$ cat src/rtl/muldiv_sequencer.sv
// Multi-cycle MULT/MULTU/DIV/DIVU sequencer owning HI/LO. A single radix-2 datapath
// works on operand magnitudes; sign correction is applied once, in the FIX state.
module muldiv_sequencer #(
    parameter int WIDTH = 32,
    parameter int CNT_W = 6
) (
    input  logic             clk,
    input  logic             reset_b,
    input  logic             start,
    input  logic [1:0]       op,
    input  logic [WIDTH-1:0] op_a,
    input  logic [WIDTH-1:0] op_b,
    input  logic             flush,
    input  logic             mthi,
    input  logic             mtlo,
    input  logic [WIDTH-1:0] wdata,
    input  logic             rd_req,
    output logic             busy,
    output logic             stall,
    output logic             done,
    output logic             div_by_zero,
    output logic [WIDTH-1:0] hi,
    output logic [WIDTH-1:0] lo
);

    typedef enum logic [1:0] {
        S_IDLE = 2'b00,
        S_CALC = 2'b01,
        S_FIX  = 2'b10
    } state_t;

    localparam logic [CNT_W-1:0] CNT_INIT = CNT_W'(WIDTH - 1);

    state_t               r_state;
    state_t               w_state_nxt;
    logic [1:0]           r_op;
    logic [WIDTH-1:0]     r_b;
    logic [WIDTH-1:0]     r_orig_a;
    logic [2*WIDTH-1:0]   r_acc;
    logic [CNT_W-1:0]     r_cnt;
    logic                 r_sign_q;
    logic                 r_sign_r;
    logic                 r_dz;
    logic [WIDTH-1:0]     r_hi;
    logic [WIDTH-1:0]     r_lo;
    logic                 r_done;
    logic                 r_dbz;

    // op[1] selects divide, op[0] selects unsigned.
    logic                 w_issue;
    logic                 w_signed;
    logic                 w_a_neg;
    logic                 w_b_neg;
    logic [WIDTH-1:0]     w_a_mag;
    logic [WIDTH-1:0]     w_b_mag;
    logic [WIDTH:0]       w_mul_sum;
    logic [2*WIDTH-1:0]   w_mul_next;
    logic [WIDTH:0]       w_rem_sh;
    logic [WIDTH:0]       w_rem_diff;
    logic                 w_q_bit;
    logic [2*WIDTH-1:0]   w_div_next;
    logic [2*WIDTH-1:0]   w_prod;
    logic [WIDTH-1:0]     w_hi_res;
    logic [WIDTH-1:0]     w_lo_res;

    assign w_issue  = start & ~flush;
    assign w_signed = ~op[0];
    assign w_a_neg  = w_signed & op_a[WIDTH-1];
    assign w_b_neg  = w_signed & op_b[WIDTH-1];
    assign w_a_mag  = w_a_neg ? -op_a : op_a;
    assign w_b_mag  = w_b_neg ? -op_b : op_b;

    // Multiply: accumulator holds {partial product, remaining multiplier bits}.
    assign w_mul_sum  = {1'b0, r_acc[2*WIDTH-1:WIDTH]} + (r_acc[0] ? {1'b0, r_b} : '0);
    assign w_mul_next = {w_mul_sum, r_acc[WIDTH-1:1]};

    // Divide: accumulator holds {partial remainder, dividend bits / quotient bits}.
    assign w_rem_sh   = r_acc[2*WIDTH-1:WIDTH-1];
    assign w_rem_diff = w_rem_sh - {1'b0, r_b};
    assign w_q_bit    = ~w_rem_diff[WIDTH];
    assign w_div_next = {(w_q_bit ? w_rem_diff[WIDTH-1:0] : w_rem_sh[WIDTH-1:0]),
                         r_acc[WIDTH-2:0], w_q_bit};

    assign w_prod = r_sign_q ? -r_acc : r_acc;

    always_comb begin
        // NOTE: every combinational output gets a default first, so no path infers a latch.
        w_hi_res = w_prod[2*WIDTH-1:WIDTH];
        w_lo_res = w_prod[WIDTH-1:0];
        if (r_dz) begin
            w_hi_res = r_orig_a;
            w_lo_res = '1;
        end else if (r_op[1]) begin
            w_lo_res = r_sign_q ? -r_acc[WIDTH-1:0] : r_acc[WIDTH-1:0];
            w_hi_res = r_sign_r ? -r_acc[2*WIDTH-1:WIDTH] : r_acc[2*WIDTH-1:WIDTH];
        end
    end

    always_comb begin
        w_state_nxt = r_state;
        case (r_state)
            S_IDLE:  if (w_issue) w_state_nxt = S_CALC;
            S_CALC: begin
                if (flush)              w_state_nxt = S_IDLE;
                else if (r_cnt == '0)   w_state_nxt = S_FIX;
            end
            S_FIX:   w_state_nxt = S_IDLE;
            default: w_state_nxt = S_IDLE;
        endcase
    end

    always_ff @(posedge clk or negedge reset_b) begin
        // NOTE: sequential state uses non-blocking assignments so every flop samples pre-edge values.
        if (!reset_b) r_state <= S_IDLE;
        else          r_state <= w_state_nxt;
    end

    always_ff @(posedge clk or negedge reset_b) begin
        if (!reset_b) begin
            r_op     <= '0;
            r_b      <= '0;
            r_orig_a <= '0;
            r_acc    <= '0;
            r_cnt    <= '0;
            r_sign_q <= 1'b0;
            r_sign_r <= 1'b0;
            r_dz     <= 1'b0;
            r_hi     <= '0;
            r_lo     <= '0;
            r_done   <= 1'b0;
            r_dbz    <= 1'b0;
        end else begin
            r_done <= 1'b0;
            r_dbz  <= 1'b0;
            case (r_state)
                S_IDLE: begin
                    if (w_issue) begin
                        r_op     <= op;
                        r_acc    <= {{WIDTH{1'b0}}, w_a_mag};
                        r_b      <= w_b_mag;
                        r_orig_a <= op_a;
                        r_sign_q <= w_a_neg ^ w_b_neg;
                        r_sign_r <= w_a_neg;
                        r_dz     <= op[1] & (op_b == '0);
                        r_cnt    <= CNT_INIT;
                    end else if (!start) begin
                        // A start squashed by flush still blocks same-cycle mthi/mtlo.
                        if (mthi) r_hi <= wdata;
                        if (mtlo) r_lo <= wdata;
                    end
                end
                S_CALC: begin
                    if (!flush) begin
                        r_acc <= r_op[1] ? w_div_next : w_mul_next;
                        r_cnt <= r_cnt - CNT_W'(1);
                    end
                end
                S_FIX: begin
                    if (!flush) begin
                        r_hi   <= w_hi_res;
                        r_lo   <= w_lo_res;
                        r_done <= 1'b1;
                        r_dbz  <= r_dz;
                    end
                end
                default: ;
            endcase
        end
    end

    assign busy        = (r_state == S_CALC) || (r_state == S_FIX);
    assign stall       = busy & (start | rd_req | mthi | mtlo);
    assign done        = r_done;
    assign div_by_zero = r_dbz;
    assign hi          = r_hi;
    assign lo          = r_lo;

endmodule

$ cat config.mk
export PLATFORM = sky130hd
export DESIGN_NAME = muldiv_sequencer
export DESIGN_NICKNAME = d
export VERILOG_FILES = /design/src/rtl/muldiv_sequencer.sv
export SDC_FILE = /design/constraint.sdc
export NUM_CORES = 1
export LEC_CHECK = 0
export CAP_MARGIN = 20
export CORE_UTILIZATION = 50
export CTS_CLUSTER_DIAMETER = 60
export CTS_CLUSTER_SIZE = 30
export DETAILED_ROUTE_END_ITERATION = 7
export PLACE_DENSITY = 0.78
export REMOVE_ABC_BUFFERS = 1
export SLEW_MARGIN = 20
export SYNTH_ARGS = -nofsm -noshare
export SYNTH_HDL_FRONTEND = slang
export SYNTH_SLANG_ARGS = --single-unit
$ cat constraint.sdc
create_clock -name clk -period 7.54 [get_ports clk]
set_input_delay 1.508 -clock clk [delete_from_list [all_inputs] [get_ports clk]]
set_output_delay 1.508 -clock clk [all_outputs]
set_load 0.02 [all_outputs]
* Word-level counts from Yosys, hierarchy flattened
Index checks and enable logic that the tools add are counted.
** Word-level totals
- Flip-flop bits (word level) :: 207
- Input bits :: 105
- Output and inout port bits :: 68
- Logic and storage cells :: 90
** Cells by class
- $add $sub $neg :: 8
- Equality and inequality tests :: 10
- Mux-type cells :: 36
- Bitwise gates (word level) :: 12
- Reductions and logical operators :: 11
** Operators by type and width (count)
- 32-bit 2-to-1 mux :: 18
- 64-bit 2-to-1 mux :: 4
- 32-bit negation :: 4
- 32-bit case mux with 2 select lines :: 2
- 64-bit case mux with 2 select lines :: 1
- 64-bit negation :: 1
- 32-bit by 32-bit adder with 33-bit output :: 1
- 33-bit by 32-bit subtractor with 33-bit output :: 1
- 32-bit logical NOT :: 1
- 2-bit inequality test (second input constant) :: 7
- 6-bit 2-to-1 mux :: 2
- 6-bit case mux with 2 select lines :: 1
- 5-bit AND reduction :: 2
- 6-bit logical NOT :: 1
- 2-bit 2-to-1 mux :: 3
- 6-bit by 1-bit subtractor with 6-bit output (second input constant) :: 1
- 1-bit AND :: 5
- 1-bit 2-to-1 mux :: 4
- 2-bit case mux with 2 select lines :: 1
- 2-bit AND reduction :: 2
- 2-bit nonzero test :: 2
- 3-bit inequality test (second input constant) :: 1
- 1-bit inverter :: 3
- 1-bit bitwise OR :: 3
- 6 further kinds :: 6

* Depth between registers and ports, before layout
- Depth after elaboration :: 6
- Mapped depth :: 16
- Mapped depth without buffers :: 14

* Worst setup path after synthesis
Ideal clock, no wire load.
- Path type :: input-to-reg
- Start :: input port op_a[9]
- End :: register r_acc[27]
- Library setup time :: 0.131 ns
- Arrival :: 3.562 ns
- Data required time :: 7.409 ns
- Setup slack :: 3.846 ns
- Stages on the path :: 8
- Path buffers :: 0
- Path through :: or4_1 -> or3_1 -> or3_1 -> nor4_2 -> a21oi_1 -> xor2_1 -> o21ai_1 -> o21ai_1
** Between the ends
- Longest elaborated chain between the ends :: 4
** RTL lines
- start: declaration :: RTL line 11 : input logic [WIDTH-1:0] op_a,
- 32-bit negation :: RTL line 70 : assign w_a_mag = w_a_neg ? -op_a : op_a;
- 32-bit 2-to-1 mux :: RTL line 70
- 64-bit 2-to-1 mux :: RTL line 137 : if (w_issue) begin
- 64-bit case mux with 2 select lines :: RTL line 135 : case (r_state)
- end signal: assignment :: RTL line 139 : r_acc <= {{WIDTH{1'b0}}, w_a_mag};
- end signal: assignment :: RTL line 154 : r_acc <= r_op[1] ? w_div_next : w_mul_next;
- end: declaration :: RTL line 39 : logic [2*WIDTH-1:0] r_acc;
Every way passes these cells. The select of a mux whose other input is x is not followed.
A chain may end at the register's enable or synchronous reset.

* Worst setup path in the final report
- Start :: register r_acc[31]
- End :: register r_acc[36]
** Between the ends
- Longest elaborated chain between the ends :: 5
** RTL lines
- 33-bit by 32-bit subtractor with 33-bit output :: RTL line 79 : assign w_rem_diff = w_rem_sh - {1'b0, r_b};
- 32-bit 2-to-1 mux :: RTL line 81 : assign w_div_next = {(w_q_bit ? w_rem_diff[WIDTH-1:0] : w_rem_sh[WIDTH-1:0]),
- 64-bit 2-to-1 mux :: RTL line 154
- 64-bit 2-to-1 mux :: RTL line 153 : if (!flush) begin
- 64-bit case mux with 2 select lines :: RTL line 135
Every way passes these cells. The select of a mux whose other input is x is not followed.

==> key figures <==
Global route
  • Pin count of the biggest net entering global routing: 103
  • Initial antenna violation count: 0
  • First-pass GRT wire length: 78500 µm
  • Overall Global Routing Usage: 29.9%
  • Total grt overflow: 0
  • Vias in the first global route: 14566

Cells and area
  • Most common cell after layout, fill and taps aside: nand2_1
  • N_diodes: 0
  • Share of layout cells above drive strength 1: 5.80%
  • Non-filler cells in the finished layout: 2505
  • Area of the multi-input gates: 10100 µm²
  • Final nets: 2267
  • Reg area: 5160 µm²
  • Fill count: 2821
  • Most frequent cells in the layout: 276 x nand2_1, 204 x dfrtp_1, 198 x o21ai_0
  • Layout area overhead: 17.0%

Placement
  • PortBufs: 172
  • Pre-CTS WS: 3030 ps
  • Placed Instances: 2465
  • Gpl congestion: 0.967
  • Detailed Place HPWL: 36800 µm

Floorplan
  • Starting Density: 50.8%
  • Width of the die: 181 µm
  • Rows: 65
  • Die area: 32700 µm²
  • Ports: 173
  • Core area: 31500 µm²
  • DIE HEIGHT: 181 µm

CTS
  • # clock sinks: 206
  • TritonCTS clock tree: done
  • H-tree lvl count: 1
  • Post_cts resized: 0
  • Worst-path clk slew: 70 ps
  • Postcts setup bufs: 0
  • Worst skew pair latency: 540 ps
  • Hold_buf cts: 0
  • Worst-case clock buffer depth: 3
  • Total clock buffers created by CTS: 22
  • Root Buffer: clkbuf_16

Logic synthesis
  • Main synth FF type: dfrtp_1
  • Asr flop ratio synth: 100%
  • Number of synthesis warnings: 0
  • Area of the mapped netlist: 16000 µm²
  • Yosys reg bits: 206
  • Syn_area_per_cell: 8.00 µm²
  • Post-synthesis cell type count: 71
  • Seq/Total Area, Yosys: 32.2%
  • Post-synth EDFFs: 0
  • Mapped Cells: 1997

Pwr
  • Worst vdd rail ir drop: 0.000211 V
  • Power Dens Cells: 496 nW/µm²
  • LEAKAGE: 7.93 nW
  • Pwr Total: 9.28 mW

Status
  • Status: completed

Worst setup path
  • Crit. End Element: flip-flop
  • Critical Path AT: 4950 ps
  • Highest net fanout along the worst path: 31
  • Critical path class: reg -> reg
  • Critical Path RT: 7960 ps
  • Startpoint Class: flip-flop

Route
  • WL final: 49400 µm
  • Final ANT Viol Nets: 0
  • Wire per inst: 19.7 µm
  • Vias post-DR: 15374
  • Pre-antenna DRT Iters: 5
  • DRC: 0
  • Iter 0 DRT Violations: 1319
  • Vias/cell: 6.14

Timing
  • Max-slew violations: 0
  • RSZ-0062 raised after global routing: false
  • Period utilization: 60.1%
  • Slew @ Worst Pin: 935 ps
  • Final hold vios: 0
  • Clock skew: 22.9 ps
  • Tmin final: 4530 ps
  • Worst Slack Setup Final: 3010 ps
  • Hold slack: 479 ps
  • Endpoints failing setup: 0
  • Setup TNS: 0 ps
  • Fmax: 221 MHz
  • Rel. slew slack: 37.6%

Min path
  • Hold WC Path Type: reg -> reg

Job
  • # Max-Cap Violations: 0
==> area by class of cell <==
type	instances	share of cell area [%]
Tap cell	402	2.69
Multi-Input combinational cell	1604	54.2
Timing Repair Buffer	187	9.83
Clock inverter	17	1.28
Sequential cell	206	27.6
Inverter	66	1.32
Clock buffer	23	3.08
==> power breakdown <==
group	internal, mW	leakage (nW)	switching (mW)
Sequential	1.62	2.55	0.588
Clock	0.664	0.396	0.565
Combinational	2.29	4.98	3.54
==> final timing paths <==
kind | end | slack [ps] | cells past startpoint | startpoint
max reg2reg | r_acc[36]$_DFFE_PN0P_ | 3010 | 13 | r_acc[31]$_DFFE_PN0P_
min reg2reg | r_b[16]$_DFFE_PN0P_ | 480 | 2 | r_b[16]$_DFFE_PN0P_
min | r_b[16]$_DFFE_PN0P_ | 480 | 2 | r_b[16]$_DFFE_PN0P_
min in group asynchronous | lo[23]$_DFFE_PN0P_ | 1060 | 1 | reset_b
max | r_acc[36]$_DFFE_PN0P_ | 3010 | 13 | r_acc[31]$_DFFE_PN0P_
max in group asynchronous | r_dz$_DFFE_PN0P_ | 4940 | 2 | reset_b
==> cells in the mapped netlist (all sizes together) (21+ instances only) <==
library cell    n  area (µm²)
nand3          21         105
o21ai         285        1430
dfrtp         206        5150
nand2b         23         144
inv            66         248
ha             73         913
nor3           34         185
clkbuf        107         405
nand2         277        1040
mux2           35         394
a21oi         124         621
nor2          149         567
o211ai         23         173
a21o           30         225
xnor2         106         928
xor2           68         596
mux2i          46         460
o22ai          39         244
==> per-layer routing <==
layer,GRT usage [%],routed length [µm],vias to the layer above
met2,49.3,22700,640
met1,39.7,21000,7316
met5,0,0,-
met4,12.5,2050,0
li1,-,-,7313
met3,3.79,3620,105
==> state kept, by name (all words and copies together) (netlist names) <==
name         flops
lo              32
r_orig_a        32
r_b             32
r_sign_q         1
r_op             1
r_state          2
r_cnt            6
hi              32
r_sign_r         1
r_dz             1
done             1
div_by_zero      1
r_acc           64
==> cell families (layout without fill, tap and decap cells) <==
group                    Yosys count  in the layout  share of synthesized area (%)
AO/OA/AOI/OAI                    646            646                           24.2
AND/OR/NAND/NOR                  628            628                           18.3
flip-flops                       206            206                           32.2
buffers and inverters            187            293                           4.45
XOR/XNOR                         174            174                           9.53
multiplexers                      81             81                           5.35
adder cells (fa/ha/maj)           75             75                           5.96
==> worst max-delay path, cell delays in order (launching register included) <==
cell and delay (ps):
dfrtp_1 450, inv_1 110, ha_1 220, fa_1 410
nand2b_1 210, a21oi_1 230, o41a_1 280, a21oi_1 170
a311oi_1 500, mux2_2 440, nor2_4 500, buf_4 440
o21ai_1 120, a221o_1 330
==> per-stage QoR <==
| stage | cell area (µm²) | util (%) |
|---|---|---|
| floorplan | 15500 | - |
| detailed placement | 17900 | 56.8 |
| finish | 18700 | 59.4 |
| CTS | 18700 | 59.4 |
| global placement | 17900 | 56.8 |
| global route | 18700 | 59.4 |
Power figures use the tool's default switching activity.
